File: config.mk
export PLATFORM = sky130hd
export DESIGN_NAME = cpu_ctrl
export DESIGN_NICKNAME = d
export VERILOG_FILES = /design/src/rtl/cpu_defs.sv /design/src/rtl/cpu_ctrl.sv
export SDC_FILE = /design/constraint.sdc
export NUM_CORES = 1
export LEC_CHECK = 0
export ABC_AREA = 1
export BUFFER_PORTS_ARGS = -buffer_cell sky130_fd_sc_hd__buf_2
export CORE_MARGIN = 2
export CORE_UTILIZATION = 42
export CTS_BUF_LIST = sky130_fd_sc_hd__clkbuf_2
export DETAILED_ROUTE_END_ITERATION = 10
export PLACE_DENSITY = 0.62
export SETUP_SLACK_MARGIN = 0.5
export SYNTH_ARGS = -nofsm -noshare
export SYNTH_HDL_FRONTEND = slang
export SYNTH_SLANG_ARGS = --single-unit
File: constraint.sdc
create_clock -name clk -period 3.23 [get_ports clk]
set_clock_uncertainty 0.05 [all_clocks]
set_input_delay 0.1615 -clock clk [delete_from_list [all_inputs] [get_ports clk]]
set_output_delay 0.1615 -clock clk [all_outputs]
set_load 0.02 [all_outputs]
File: src/rtl/cpu_defs.sv
// rtl/cpu_defs.sv - shared opcode and control state definitions for the 8-bit RISC CPU
package cpu_defs;

    // Opcodes carried in instruction register bits [15:13]
    localparam logic [2:0] HLT  = 3'b000;
    localparam logic [2:0] SKZ  = 3'b001;
    localparam logic [2:0] ADD  = 3'b010;
    localparam logic [2:0] ANDD = 3'b011;
    localparam logic [2:0] XORR = 3'b100;
    localparam logic [2:0] LDA  = 3'b101;
    localparam logic [2:0] STO  = 3'b110;
    localparam logic [2:0] JMP  = 3'b111;

    // Control FSM states: IDLE plus the eight clocks of an instruction cycle
    typedef enum logic [3:0] {
        ST_IDLE = 4'd8,
        ST_S0   = 4'd0,
        ST_S1   = 4'd1,
        ST_S2   = 4'd2,
        ST_S3   = 4'd3,
        ST_S4   = 4'd4,
        ST_S5   = 4'd5,
        ST_S6   = 4'd6,
        ST_S7   = 4'd7
    } state_t;

    // Opcodes that read an operand and route it through the ALU to the accumulator
    function automatic logic is_data_op(input logic [2:0] op);
        return (op == ADD) || (op == ANDD) || (op == XORR) || (op == LDA);
    endfunction

endpackage

File: src/rtl/cpu_ctrl.sv
// rtl/cpu_ctrl.sv - eight-clock instruction cycle control FSM with registered strobes
module cpu_ctrl
    import cpu_defs::*;
(
    input  logic       clk,
    input  logic       rst_n,
    input  logic       ena,
    input  logic [2:0] opcode,
    input  logic       zero,
    output logic       load_ir,
    output logic       rd,
    output logic       wr,
    output logic       inc_pc,
    output logic       load_pc,
    output logic       alu_ena,
    output logic       load_acc,
    output logic       datactl_ena,
    output logic       halt
);

    state_t     state_q, state_d;
    logic [2:0] op_q, op_d;
    logic       zero_q, zero_d;

    logic load_ir_q, load_ir_d;
    logic rd_q, rd_d;
    logic wr_q, wr_d;
    logic inc_pc_q, inc_pc_d;
    logic load_pc_q, load_pc_d;
    logic alu_ena_q, alu_ena_d;
    logic load_acc_q, load_acc_d;
    logic datactl_ena_q, datactl_ena_d;
    logic halt_q, halt_d;

    // Next state and opcode/zero capture at the end of S2
    always_comb begin
        state_d = state_q;
        op_d    = op_q;
        zero_d  = zero_q;
        case (state_q)
            ST_IDLE: state_d = ena ? ST_S0 : ST_IDLE;
            ST_S0:   state_d = ST_S1;
            ST_S1:   state_d = ST_S2;
            ST_S2: begin
                state_d = ST_S3;
                op_d    = opcode;
                zero_d  = zero;
            end
            ST_S3:   state_d = ST_S4;
            ST_S4:   state_d = ST_S5;
            ST_S5:   state_d = ST_S6;
            ST_S6:   state_d = ST_S7;
            ST_S7:   state_d = ena ? ST_S0 : ST_IDLE;
            default: state_d = ST_IDLE;
        endcase
    end

    // Strobes decoded from the state being entered, so each flop is high during that state
    always_comb begin
        load_ir_d     = 1'b0;
        rd_d          = 1'b0;
        wr_d          = 1'b0;
        inc_pc_d      = 1'b0;
        load_pc_d     = 1'b0;
        alu_ena_d     = 1'b0;
        load_acc_d    = 1'b0;
        datactl_ena_d = 1'b0;
        halt_d        = 1'b0;
        case (state_d)
            ST_S0, ST_S1: begin
                rd_d      = 1'b1;
                load_ir_d = 1'b1;
                inc_pc_d  = 1'b1;
            end
            ST_S3: halt_d = (op_d == HLT);
            ST_S4: begin
                rd_d          = is_data_op(op_d);
                datactl_ena_d = (op_d == STO);
                load_pc_d     = (op_d == JMP);
                halt_d        = (op_d == HLT);
            end
            ST_S5: begin
                rd_d          = is_data_op(op_d);
                alu_ena_d     = is_data_op(op_d);
                datactl_ena_d = (op_d == STO);
                wr_d          = (op_d == STO);
                halt_d        = (op_d == HLT);
            end
            ST_S6: begin
                load_acc_d    = is_data_op(op_d);
                datactl_ena_d = (op_d == STO);
                inc_pc_d      = (op_d == SKZ) && zero_d;
                halt_d        = (op_d == HLT);
            end
            ST_S7: begin
                inc_pc_d = (op_d == SKZ) && zero_d;
                halt_d   = (op_d == HLT);
            end
            default: ;
        endcase
    end

    // State, latched decode inputs and output strobes; reset clears all at once
    always_ff @(posedge clk or negedge rst_n) begin
        if (!rst_n) begin
            state_q       <= ST_IDLE;
            op_q          <= 3'b000;
            zero_q        <= 1'b0;
            load_ir_q     <= 1'b0;
            rd_q          <= 1'b0;
            wr_q          <= 1'b0;
            inc_pc_q      <= 1'b0;
            load_pc_q     <= 1'b0;
            alu_ena_q     <= 1'b0;
            load_acc_q    <= 1'b0;
            datactl_ena_q <= 1'b0;
            halt_q        <= 1'b0;
        end else begin
            state_q       <= state_d;
            op_q          <= op_d;
            zero_q        <= zero_d;
            load_ir_q     <= load_ir_d;
            rd_q          <= rd_d;
            wr_q          <= wr_d;
            inc_pc_q      <= inc_pc_d;
            load_pc_q     <= load_pc_d;
            alu_ena_q     <= alu_ena_d;
            load_acc_q    <= load_acc_d;
            datactl_ena_q <= datactl_ena_d;
            halt_q        <= halt_d;
        end
    end

    assign load_ir     = load_ir_q;
    assign rd          = rd_q;
    assign wr          = wr_q;
    assign inc_pc      = inc_pc_q;
    assign load_pc     = load_pc_q;
    assign alu_ena     = alu_ena_q;
    assign load_acc    = load_acc_q;
    assign datactl_ena = datactl_ena_q;
    assign halt        = halt_q;

endmodule

==> results_dict.tcl <==
set metrics [dict create \
    r2r_start "state_q[3]$_DFF_PN1_" \
    ctsResizeCount 0 \
    reg2reg_to "rd$_DFF_PN0_" \
    clock-sinks 17 \
    slowest_stage "dfstp_2" \
    core_mm2 0.00192 \
    min-delay-start "ena" \
    multi_input_area_um2 345 \
    grt_max_degree 18 \
    vias 638 \
    postSynthCellCount 100 \
    cts_buffers 3 \
    path_cells "nor2_4, nand2_4, nand2_2, nand2_4, nand2_2, nand3_1, nand2_1" \
    status "finished clean" \
    finalCritPeriodShare_pct 41.4 \
    cts_tree "yes" \
    drt-pass1-iter-count 4 \
    clk_path_buf_depth 2 \
    final_util_pct 50.9 \
    setup_viol 0 \
    pwr_density_cell_mw_per_mm2 946 \
    worstHoldPathCells 4 \
    synth-seq-cells 17 \
    synth_top_cells_by_area "dfrtp_1 48%, nand2_1 11%, nand2_2 6.0%" \
    grt_overflow 0 \
    grt_pass1_wl_um 2500 \
    seq_area_frac_synth_pct 50.8 \
    finalMaxSlewViolations 0 \
    final-seq-area_um2 427 \
    route.detailed.drc 0 \
    rows 16 \
    hp-class "primary input to flip-flop" \
    holdPathEnd "state_q[3]$_DFF_PN1_" \
    yosysUniqueCellTypes 16 \
    timing.hold.ws_ns 0.0369 \
    die_area_mm2 0.00237 \
    startpoint_type "flip-flop" \
    worst-path-max-fanout 7 \
    antenna_found_initial 0 \
    grt_usage_pct 13.5 \
    slew_headroom_pct 75.6 \
    fin_crit_ns 1.34 \
    max_stage_delay_ns 0.64 \
    synth.largest_area_cell "dfrtp_1" \
    viasPerCell 4.34 \
    finalHoldViolCount 0 \
    ant_nets 0 \
    yosys_warnings 0 \
    reg2reg_slack_ns 1.89 \
    synth_fp_nets 107 \
    drive_gt1_share_pct 35.0 \
    nNetsFinal 128 \
    setup_tns_ns 0 \
    max_freq_mhz 747 \
    critPathBufInv 0 \
    cts_root_buffer "clkbuf_2" \
    fillers 195 \
    leakage_uw 0.000556 \
    fp.dieH_um 48.7 \
    tightest_slew_ns 0.366 \
    htreeDepth 1 \
    avgSynthCellArea_um2 8.40 \
    arrival_ns 1.48 \
    clk_pin_slew_worst_paths_ns 0.15 \
    die-width_um 48.7 \
    crit_family "flip-flops" \
    mostFrequentLayoutCells "24 x nand2_1, 16 x dfrtp_1, 15 x buf_2" \
    initial_core_util_pct 43.7 \
    synth_top_area_share_pct 47.7 \
    grt_pass1_vias 605 \
    io_buffers 15 \
    io_pins 16 \
    peakVddDrop_mv 0.457 \
    drt_iter0_markers 15 \
    areaGrowthSynthToFinish_pct 16.5 \
    n_antenna_cell 0 \
    max_cap_violations 0 \
    postRouteWirelength_um 1380 \
    wl_per_cell_um 9.40 \
    hpwl_um 1110 \
    power_uw 926 \
    netlist_area_um2 840 \
    crit_path_end_kind "flip-flop" \
    gp_congestion 0.856 \
    rsz0062_at_grt "false" \
    clock_latency_ns 0.29 \
    rr_worst_depth 7 \
    required_ns 3.37 \
    path_class "flip-flop to flip-flop" \
    final_common_cell "nand2_1" \
]
[state kept, by name, summed over array words and instances (netlist names)]
signal       flops
state_q          4
op_q             3
alu_ena          1
datactl_ena      1
halt             1
inc_pc           1
load_acc         1
load_ir          1
load_pc          1
rd               1
wr               1
zero_q           1
[what timing repair did]
item                      4_1_cts  5_1_grt
hold buffers                    1        0
setup buffers                   0        0
hold endpoints to repair       17        0
[power breakdown]
part           internal (uW)  switching [uW]  leakage, uW
combinational            160             325     0.000323
clock                   28.0            60.9    0.0000164
sequential               293            60.0     0.000217
total                    480             446     0.000556
[worst reg2reg max path, stage by stage (launching register included)]
cell	delay, ns
dfstp_2	0.64
nor2_4	0.07
nand2_4	0.13
nand2_2	0.07
nand2_4	0.09
nand2_2	0.07
nand3_1	0.08
nand2_1	0.05
[layer usage]
| metal | global-route usage, % | part of all wire [%] | up-vias |
|---|---|---|---|
| met4 | 1.43 | 0 | 0 |
| li1 | - | - | 343 |
| met1 | 16.9 | 48 | 281 |
| met3 | 4.63 | 5.3 | 0 |
| met2 | 23.1 | 46 | 14 |
| met5 | 0 | 0 | - |
[cell families (layout without fill, tap and decap cells)]
logic type,after synthesis,count (layout),synth area share [%]
AO/OA/AOI/OAI,1,1,0.596
flip-flops,17,17,50.8
AND/OR/NAND/NOR,64,64,40.5
buffers and inverters,18,38,8.05
[cell usage after synthesis (all sizes together)]
master,count
inv,17
nand2,36
nor3,1
dfrtp,16
clkinv,1
dfstp,1
a21oi,1
nand4,1
nand3,11
nor2,15
[worst max-delay path by stage]
stage	from	end	slack (ns)	cells past startpoint
3_3_place_gp	state_q[3]$_DFF_PN1_	rd$_DFF_PN0_	1.91	7
2_1_floorplan	state_q[3]$_DFF_PN1_	rd$_DFF_PN0_	2.01	7
4_1_cts	state_q[3]$_DFF_PN1_	rd$_DFF_PN0_	1.88	7
3_5_place_dp	state_q[3]$_DFF_PN1_	rd$_DFF_PN0_	1.91	7
5_1_grt	state_q[2]$_DFF_PN0_	inc_pc$_DFF_PN0_	1.81	7
6_report	state_q[3]$_DFF_PN1_	rd$_DFF_PN0_	1.89	7
[per-stage QoR]
stage	instances	worst slack [ns]	cell area (um2)
after CTS	147	1.88	978
after floorplan	100	2.01	840
after global routing	147	1.81	978
after global placement	142	1.91	948
after detailed placement	142	1.91	948
final	147	1.89	978
[cell type report]
| cell class | instances | area share, % |
|---|---|---|
| tap | 27 | 3.45 |
| multi-input combinational | 65 | 35.3 |
| sequential | 17 | 43.6 |
| timing repair buffer | 16 | 8.70 |
| clock buffer | 3 | 1.53 |
| clock inverter | 1 | 0.512 |
| inverter | 18 | 6.91 |
No activity file was read; power rests on OpenSTA's default activity.
